### src/rtl/fetch_pkg.sv
// Shared types and constants for the instruction fetch front-end.
package fetch_pkg;

  localparam logic [31:0] NOP_INST = 32'h0000_0013;

  typedef struct packed {
    logic [31:0] pc;
    logic [31:0] inst;
  } fetch_entry_t;

  typedef enum logic [1:0] {
    IDLE  = 2'd0,
    FETCH = 2'd1,
    FLUSH = 2'd2
  } fetch_state_e;

  // Force a byte address onto a word boundary.
  function automatic logic [31:0] word_align(input logic [31:0] addr);
    return {addr[31:2], 2'b00};
  endfunction

endpackage

### src/rtl/fetch_prefetch_unit_if.sv
// Decode-side handshake and instruction-memory bus of the fetch unit.
// master: the fetch unit; slave: decode/hazard logic plus instruction memory.
interface fetch_prefetch_unit_if #(
  parameter int unsigned ADDR_W = 16
);
  logic              i_stall;
  logic              i_redirect;
  logic [31:0]       i_redirect_pc;
  logic              o_imem_req;
  logic [ADDR_W-1:0] o_imem_addr;
  logic              i_imem_rvld;
  logic [31:0]       i_imem_rdata;
  logic              o_vld;
  logic [31:0]       o_inst;
  logic [31:0]       o_pc;

  modport master (
    input  i_stall, i_redirect, i_redirect_pc, i_imem_rvld, i_imem_rdata,
    output o_imem_req, o_imem_addr, o_vld, o_inst, o_pc
  );

  modport slave (
    output i_stall, i_redirect, i_redirect_pc, i_imem_rvld, i_imem_rdata,
    input  o_imem_req, o_imem_addr, o_vld, o_inst, o_pc
  );
endinterface

### src/rtl/fetch_fifo.sv
// Show-ahead prefetch FIFO of {pc, inst} entries with synchronous clear.
module fetch_fifo
  import fetch_pkg::*;
#(
  parameter int unsigned DEPTH = 4,
  parameter int unsigned CNT_W = $clog2(DEPTH + 1)
) (
  input  logic             i_clk,
  input  logic             i_reset,
  input  logic             i_clr,
  input  logic             i_push,
  input  fetch_entry_t     i_push_data,
  input  logic             i_pop,
  output fetch_entry_t     o_head,
  output logic             o_empty,
  output logic [CNT_W-1:0] o_count
);

  localparam int unsigned PTR_W = $clog2(DEPTH);

  fetch_entry_t     r_mem [DEPTH];
  logic [PTR_W-1:0] r_wr_ptr;
  logic [PTR_W-1:0] r_rd_ptr;
  logic [CNT_W-1:0] r_count;
  logic             w_full;
  logic             w_do_push;
  logic             w_do_pop;

  assign w_full    = (r_count == CNT_W'(DEPTH));
  assign w_do_pop  = i_pop && (r_count != '0);
  assign w_do_push = i_push && (!w_full || w_do_pop);

  // Pointer and occupancy tracking; pointers wrap naturally (DEPTH is a power of 2).
  always_ff @(posedge i_clk or posedge i_reset) begin
    if (i_reset) begin
      r_wr_ptr <= '0;
      r_rd_ptr <= '0;
      r_count  <= '0;
    end else if (i_clr) begin
      r_wr_ptr <= '0;
      r_rd_ptr <= '0;
      r_count  <= '0;
    end else begin
      if (w_do_push) r_wr_ptr <= r_wr_ptr + PTR_W'(1);
      if (w_do_pop)  r_rd_ptr <= r_rd_ptr + PTR_W'(1);
      if (w_do_push && !w_do_pop)      r_count <= r_count + CNT_W'(1);
      else if (!w_do_push && w_do_pop) r_count <= r_count - CNT_W'(1);
    end
  end

  // Entry storage; contents are only observed through the occupancy-gated head.
  always_ff @(posedge i_clk) begin
    if (w_do_push && !i_clr) r_mem[r_wr_ptr] <= i_push_data;
  end

  assign o_head  = r_mem[r_rd_ptr];
  assign o_empty = (r_count == '0);
  assign o_count = r_count;

endmodule

### src/rtl/fetch_prefetch_unit.sv
// Instruction fetch front-end: credit-limited sequential fetch into a prefetch
// FIFO, decode handshake on the FIFO head, redirect flush with stale-response drop.
// Optional build macro FETCH_PERF_CNT_EN adds redirect and empty-cycle counters.
module fetch_prefetch_unit
  import fetch_pkg::*;
#(
  parameter int unsigned DEPTH    = 4,
  parameter logic [31:0] RESET_PC = 32'h0,
  parameter int unsigned ADDR_W   = 16
) (
  input  logic                   i_clk,
  input  logic                   i_reset,
  fetch_prefetch_unit_if.master  bus
`ifdef FETCH_PERF_CNT_EN
  ,
  output logic [31:0]            o_perf_redirects,
  output logic [31:0]            o_perf_empty_cycles
`endif
);

  localparam int unsigned CNT_W = $clog2(DEPTH + 1);
  localparam int unsigned SUM_W = CNT_W + 1;

  fetch_state_e     r_state;
  fetch_state_e     w_next_state;
  logic [31:0]      r_fetch_pc;
  logic [31:0]      r_resp_pc;
  logic [CNT_W-1:0] r_inflight;
  logic [CNT_W-1:0] r_drop;
  logic [CNT_W-1:0] w_count;
  logic             w_empty;
  logic             w_issue;
  logic             w_rsp_valid;
  logic             w_push;
  logic             w_pop;
  fetch_entry_t     w_head;
  fetch_entry_t     w_push_data;

  // A response counts only if something is outstanding; stray beats are ignored.
  assign w_rsp_valid = bus.i_imem_rvld && (r_inflight != '0);
  assign w_push      = w_rsp_valid && (r_drop == '0) && !bus.i_redirect;
  assign w_pop       = !w_empty && !bus.i_stall && !bus.i_redirect;
  assign w_push_data = '{pc: r_resp_pc, inst: bus.i_imem_rdata};

  // State register.
  always_ff @(posedge i_clk or posedge i_reset) begin
    if (i_reset) r_state <= IDLE;
    else         r_state <= w_next_state;
  end

  // Next state and request issue; redirect overrides and suppresses issue.
  always_comb begin
    w_next_state = r_state;
    w_issue      = 1'b0;
    case (r_state)
      IDLE:    w_next_state = FETCH;
      FETCH:   w_issue = ((SUM_W'(w_count) + SUM_W'(r_inflight)) < SUM_W'(DEPTH));
      FLUSH:   w_next_state = FETCH;
      default: w_next_state = IDLE;
    endcase
    if (bus.i_redirect) begin
      w_next_state = FLUSH;
      w_issue      = 1'b0;
    end
  end

  // Outstanding-request and pending-discard counters.
  always_ff @(posedge i_clk or posedge i_reset) begin
    if (i_reset) begin
      r_inflight <= '0;
      r_drop     <= '0;
    end else begin
      r_inflight <= r_inflight + CNT_W'(w_issue) - CNT_W'(w_rsp_valid);
      if (bus.i_redirect)                   r_drop <= r_inflight - CNT_W'(w_rsp_valid);
      else if (w_rsp_valid && r_drop != '0) r_drop <= r_drop - CNT_W'(1);
    end
  end

  // Request PC and the PC owed to the next kept response (responses are in order).
  always_ff @(posedge i_clk or posedge i_reset) begin
    if (i_reset) begin
      r_fetch_pc <= RESET_PC;
      r_resp_pc  <= RESET_PC;
    end else if (bus.i_redirect) begin
      r_fetch_pc <= word_align(bus.i_redirect_pc);
      r_resp_pc  <= word_align(bus.i_redirect_pc);
    end else begin
      if (w_issue) r_fetch_pc <= r_fetch_pc + 32'd4;
      if (w_push)  r_resp_pc  <= r_resp_pc + 32'd4;
    end
  end

  fetch_fifo #(
    .DEPTH (DEPTH),
    .CNT_W (CNT_W)
  ) u_fifo (
    .i_clk       (i_clk),
    .i_reset     (i_reset),
    .i_clr       (bus.i_redirect),
    .i_push      (w_push),
    .i_push_data (w_push_data),
    .i_pop       (w_pop),
    .o_head      (w_head),
    .o_empty     (w_empty),
    .o_count     (w_count)
  );

  assign bus.o_imem_req  = w_issue;
  assign bus.o_imem_addr = r_fetch_pc[ADDR_W-1:0];
  assign bus.o_vld       = !w_empty;
  assign bus.o_inst      = w_empty ? NOP_INST : w_head.inst;
  assign bus.o_pc        = w_empty ? 32'h0 : w_head.pc;

`ifdef FETCH_PERF_CNT_EN
  // Saturating counts of redirects and of starved FETCH cycles.
  always_ff @(posedge i_clk or posedge i_reset) begin
    if (i_reset) begin
      o_perf_redirects    <= '0;
      o_perf_empty_cycles <= '0;
    end else begin
      if (bus.i_redirect && o_perf_redirects != '1)
        o_perf_redirects <= o_perf_redirects + 32'd1;
      if (r_state == FETCH && w_empty && o_perf_empty_cycles != '1)
        o_perf_empty_cycles <= o_perf_empty_cycles + 32'd1;
    end
  end
`endif

endmodule

### src/flat_wrapper.sv
// flat-port wrapper written by rule: the top's interface ports become plain ports
module fetch_prefetch_unit_flat import fetch_pkg::*;
#(
  parameter int unsigned DEPTH    = 4,
  parameter logic [31:0] RESET_PC = 32'h0,
  parameter int unsigned ADDR_W   = 16
)
  (i_clk, i_reset, bus_i_stall, bus_i_redirect, bus_i_redirect_pc, bus_i_imem_rvld, bus_i_imem_rdata, bus_o_imem_req, bus_o_imem_addr, bus_o_vld, bus_o_inst, bus_o_pc);
  fetch_prefetch_unit_if #(.ADDR_W(ADDR_W)) bus_i ();
  input  logic i_clk;
  input  logic i_reset;
  input wire logic [$bits(bus_i.i_stall)-1:0] bus_i_stall;
  input wire logic [$bits(bus_i.i_redirect)-1:0] bus_i_redirect;
  input wire logic [$bits(bus_i.i_redirect_pc)-1:0] bus_i_redirect_pc;
  input wire logic [$bits(bus_i.i_imem_rvld)-1:0] bus_i_imem_rvld;
  input wire logic [$bits(bus_i.i_imem_rdata)-1:0] bus_i_imem_rdata;
  output wire logic [$bits(bus_i.o_imem_req)-1:0] bus_o_imem_req;
  output wire logic [$bits(bus_i.o_imem_addr)-1:0] bus_o_imem_addr;
  output wire logic [$bits(bus_i.o_vld)-1:0] bus_o_vld;
  output wire logic [$bits(bus_i.o_inst)-1:0] bus_o_inst;
  output wire logic [$bits(bus_i.o_pc)-1:0] bus_o_pc;
  assign bus_i.i_stall = bus_i_stall;
  assign bus_i.i_redirect = bus_i_redirect;
  assign bus_i.i_redirect_pc = bus_i_redirect_pc;
  assign bus_i.i_imem_rvld = bus_i_imem_rvld;
  assign bus_i.i_imem_rdata = bus_i_imem_rdata;
  assign bus_o_imem_req = bus_i.o_imem_req;
  assign bus_o_imem_addr = bus_i.o_imem_addr;
  assign bus_o_vld = bus_i.o_vld;
  assign bus_o_inst = bus_i.o_inst;
  assign bus_o_pc = bus_i.o_pc;
  fetch_prefetch_unit #(.DEPTH(DEPTH), .RESET_PC(RESET_PC), .ADDR_W(ADDR_W)) u_core (.i_clk(i_clk), .i_reset(i_reset), .bus(bus_i));
endmodule
### config.mk
export PLATFORM = sky130hd
export DESIGN_NAME = fetch_prefetch_unit_flat
export DESIGN_NICKNAME = d
export VERILOG_FILES = /design/src/rtl/fetch_pkg.sv /design/src/rtl/fetch_prefetch_unit_if.sv /design/src/rtl/fetch_fifo.sv /design/src/rtl/fetch_prefetch_unit.sv /design/src/flat_wrapper.sv
export SDC_FILE = /design/constraint.sdc
export NUM_CORES = 1
export LEC_CHECK = 0
export CAP_MARGIN = 25
export CORE_MARGIN = 2
export CORE_UTILIZATION = 35
export DETAILED_ROUTE_END_ITERATION = 10
export GPL_TIMING_DRIVEN = 0
export RECOVER_POWER = 25
export SETUP_SLACK_MARGIN = 0.2
export SLEW_MARGIN = 0
export SYNTH_ARGS = -nofsm -noshare
export SYNTH_HDL_FRONTEND = slang
export SYNTH_SLANG_ARGS = --single-unit
### constraint.sdc
create_clock -name i_clk -period 3.8 [get_ports i_clk]
set_input_delay 1.14 -clock i_clk [delete_from_list [all_inputs] [get_ports i_clk]]
set_output_delay 1.14 -clock i_clk [all_outputs]
set_load 0.005 [all_outputs]
==> impl_metrics.toml <==
[global_routing]
grt_pass1_vias = 7507
grt-ovfl-total = 0
grt_start_max_net_pins = 45
grt_usage_pct = 15.0
antenna_found_initial = 0
grt_pass1_wl_microns = 43700

[floorplan]
dieArea_sq_um = 38100
ioPinCount = 151
initial_core_util_pct = 35.2
rows = 70
core_area_sq_um = 36300
die_h_microns = 195
fp.dieW_microns = 195

[placement]
pre_cts_slack_ns = -0.919
place.detailed.hpwl_microns = 18500
place.port_buffers = 144
gp_congestion = 0.774

[pwr]
ir_drop_uv = 263
p_leak_nw = 5.57
powerDensity_nw_per_um2 = 629

[timing]
worst_pin_slew_ns = 0.722
skew_ns = 0.0167
tns_ns = 0
timing.fmax_mhz = 284
fin_crit_ns = 3.52
hold_viol = 0
maxSlewViolCount = 0
rsz0062_at_grt = "no"
layout_setup_ws_ns = 0.279
maxSlewHeadroom_pct = 51.4
min_period_over_period_pct = 92.7
setup_viol = 0

[cts]
clk_path_buf_depth = 3
htree_num_levels = 2
clk_latency_ns = 0.50
cts_tree = "done"
clock-root-buffer = "clkbuf_16"
cts_sinks = 307
path_clk_slew_ns = 0.06
hold_buffers = 0
cts_buffers = 35

[synthesis]
avgSynthCellArea_sq_um = 17.2
synth-simple-area-share_pct = 8.26
synth_cells = 744
ys_types = 47
yosys_warnings = 0
synth_fa_ha_area_share_pct = 1.68
ys_ff_latch = 307
ys_seq_area_share_pct = 69.7
synthXorXnorAreaFrac_pct = 3.42
synthesis.area_sq_um = 12800
synth_compound_area_share_pct = 1.72
synth_top_family_by_area = "multiplexers"
synthMuxAreaShare_pct = 13.3

[drt]
ant_nets = 0
drt-initial-drc-count = 558
drc = 0
routedWlPerCell_microns = 19.5
vias_per_cell = 4.93
drtPass1Iterations = 5
drt-total-wl_microns = 28000
vias = 7063

[critical_path]
arrival_ns = 2.38
crit_fanout = 10
rrSetupSlack_ns = 0.91
cp-start-kind = "flip-flop"
required_ns = 2.66
rr_worst_depth = 7
cp-end-kind = "output pin"
path_class = "reg2out"

[finish]
area_growth_pct = 27.9
antenna_cells = 0
drive_gt1_share_pct = 21.0
nNetsFinal = 1026
n_fill_cell = 3205

[run]
maxCapViolations = 0

[hold_path]
hold_class = "reg2reg"
min_path_cells = 1

[run_status]
status = "completed"
-- metrics by stage --
| step | area (sq um) | util [%] | total power, W | hold WS (ns) | cells |
|---|---|---|---|---|---|
| 6_report | 16400 | 45.0 | 0.0103 | 0.457 | 1432 |
| 4_1_cts | 16300 | 44.9 | 0.0104 | 0.451 | 1430 |
| 3_5_place_dp | 15000 | 41.2 | 0.00687 | 0.435 | 1364 |
| 5_1_grt | 16400 | 45.0 | 0.0108 | 0.480 | 1432 |
| 2_1_floorplan | 12800 | - | 0.00546 | 0.415 | 747 |
| 3_3_place_gp | 14800 | 40.8 | 0.00682 | 0.430 | 1359 |
-- routing by layer --
metal | track usage [%] | routed length, microns | up-vias
met3 | 2.92 | 1360 | 39
met5 | 0 | 0 | -
met1 | 20.1 | 12500 | 3614
li1 | - | - | 3229
met2 | 25.2 | 13600 | 181
met4 | 3.51 | 470 | 0
-- layout make-up --
class	count	area, sq um	area share (%)
well taps	468	586	3.58
repair buffers	157	1630	9.93
flip-flops and latches	307	8930	54.5
clock inverters	11	164	1.00
inverters	21	82.6	0.504
plain buffers	36	325	1.99
clock buffers	49	958	5.85
multi-input cells	383	3700	22.6
-- final timing paths --
check,start,endpoint
worst max-delay path,u_core.u_fifo.o_count[2],bus_o_pc[19]
worst min-delay path,u_core.r_state[0],u_core.r_state[0]
worst max register to register,u_core.r_drop[0],u_core.u_fifo.r_mem[1][20]
worst min register to register,u_core.r_state[0],u_core.r_state[0]
max in group asynchronous,i_reset,u_core.u_fifo.o_count[2]
min in group asynchronous,i_reset,u_core.r_inflight[0]
-- state kept, by name, indices dropped and copies added, names as in the netlist --
signal / flops
u_core.r_drop: 3
u_core.r_fetch_pc: 14
u_core.r_inflight: 3
u_core.r_resp_pc: 30
u_core.r_state: 2
u_core.u_fifo.o_count: 3
u_core.u_fifo.r_mem: 248
u_core.u_fifo.r_rd_ptr: 2
u_core.u_fifo.r_wr_ptr: 2
-- worst max-delay path, stage by stage, from the launching register on --
cell and delay, ns:
dfrtp_2 0.43, buf_4 0.17, nor3_4 0.17, clkinvlp_4 0.13, buf_6 0.17, clkbuf_8 0.17
and2_1 0.14, clkdlybuf4s50_1 0.49
-- cell families after synthesis --
family | after synthesis
other | 1
multiplexers | 89
flip-flops | 307
adder cells (fa/ha/maj) | 16
XOR/XNOR | 50
AND/OR/NAND/NOR | 190
AO/OA/AOI/OAI | 34
buffers and inverters | 57
-- cell usage after synthesis (all sizes together) --
cell | n | area, sq um
a31oi | 3 | 18.8
ha | 14 | 175
nor4 | 7 | 56.3
a21oi | 4 | 20.0
a21o | 1 | 7.51
nor2b | 1 | 6.26
and4 | 4 | 35.0
dfrtp | 59 | 1480
clkbuf | 23 | 86.3
nor4b | 2 | 17.5
nor3 | 7 | 35.0
nand2b | 2 | 12.5
and3 | 4 | 25.0
and2 | 67 | 419
conb | 1 | 3.75
edfxtp | 248 | 7450
o211a | 1 | 10.0
o221ai | 1 | 8.76
a311oi | 1 | 8.76
nand4 | 15 | 93.8
o21ai | 19 | 95.1
mux4 | 62 | 1400
or4 | 2 | 18.8
fa | 2 | 40.0
nand3 | 18 | 95.1
a2111oi | 1 | 15.0
buf | 13 | 75.1
or2 | 3 | 18.8
nand2 | 39 | 149
o211ai | 1 | 7.51
nor2 | 18 | 67.6
mux2i | 2 | 20.0
xnor2 | 21 | 184
xor2 | 29 | 254
inv | 21 | 78.8
nor3b | 1 | 7.51
mux2 | 25 | 282
o31ai | 2 | 28.8
-- report_power, final --
part           internal, W  total (W)  switching [W]
registers          0.00386    0.00406       0.000193
clock network      0.00203    0.00330        0.00127
logic              0.00171    0.00294        0.00123
total              0.00760     0.0103        0.00269
-- what timing repair did --
| action | 4_1_cts | 5_1_grt |
|---|---|---|
| pin swaps | 2 | 2 |
| buffers inserted | 6 | 2 |
| gates resized for setup | 66 | 24 |
| cloned | 0 | 0 |
| setup endpoints to repair | 231 | 51 |
-- cells in the final DEF (no fill, tap or decap), types with 5 or more instances in the layout --
cell / n
buf_12: 7
nand2_1: 38
mux2_2: 25
and2_4: 5
clkbuf_1: 20
xnor2_1: 21
buf_4: 14
mux4_2: 62
edfxtp_1: 248
dlygate4sd3_1: 14
nor4_1: 5
dfrtp_1: 55
dlygate4sd2_1: 5
o21ai_0: 18
xor2_1: 29
clkdlybuf4s50_1: 123
clkbuf_8: 5
clkbuf_16: 35
nor2_1: 18
nand4_1: 15
nor3_1: 6
ha_1: 13
nand3_1: 17
and2_1: 62
buf_2: 5
inv_1: 18
No activity file was read; power rests on OpenSTA's default activity.
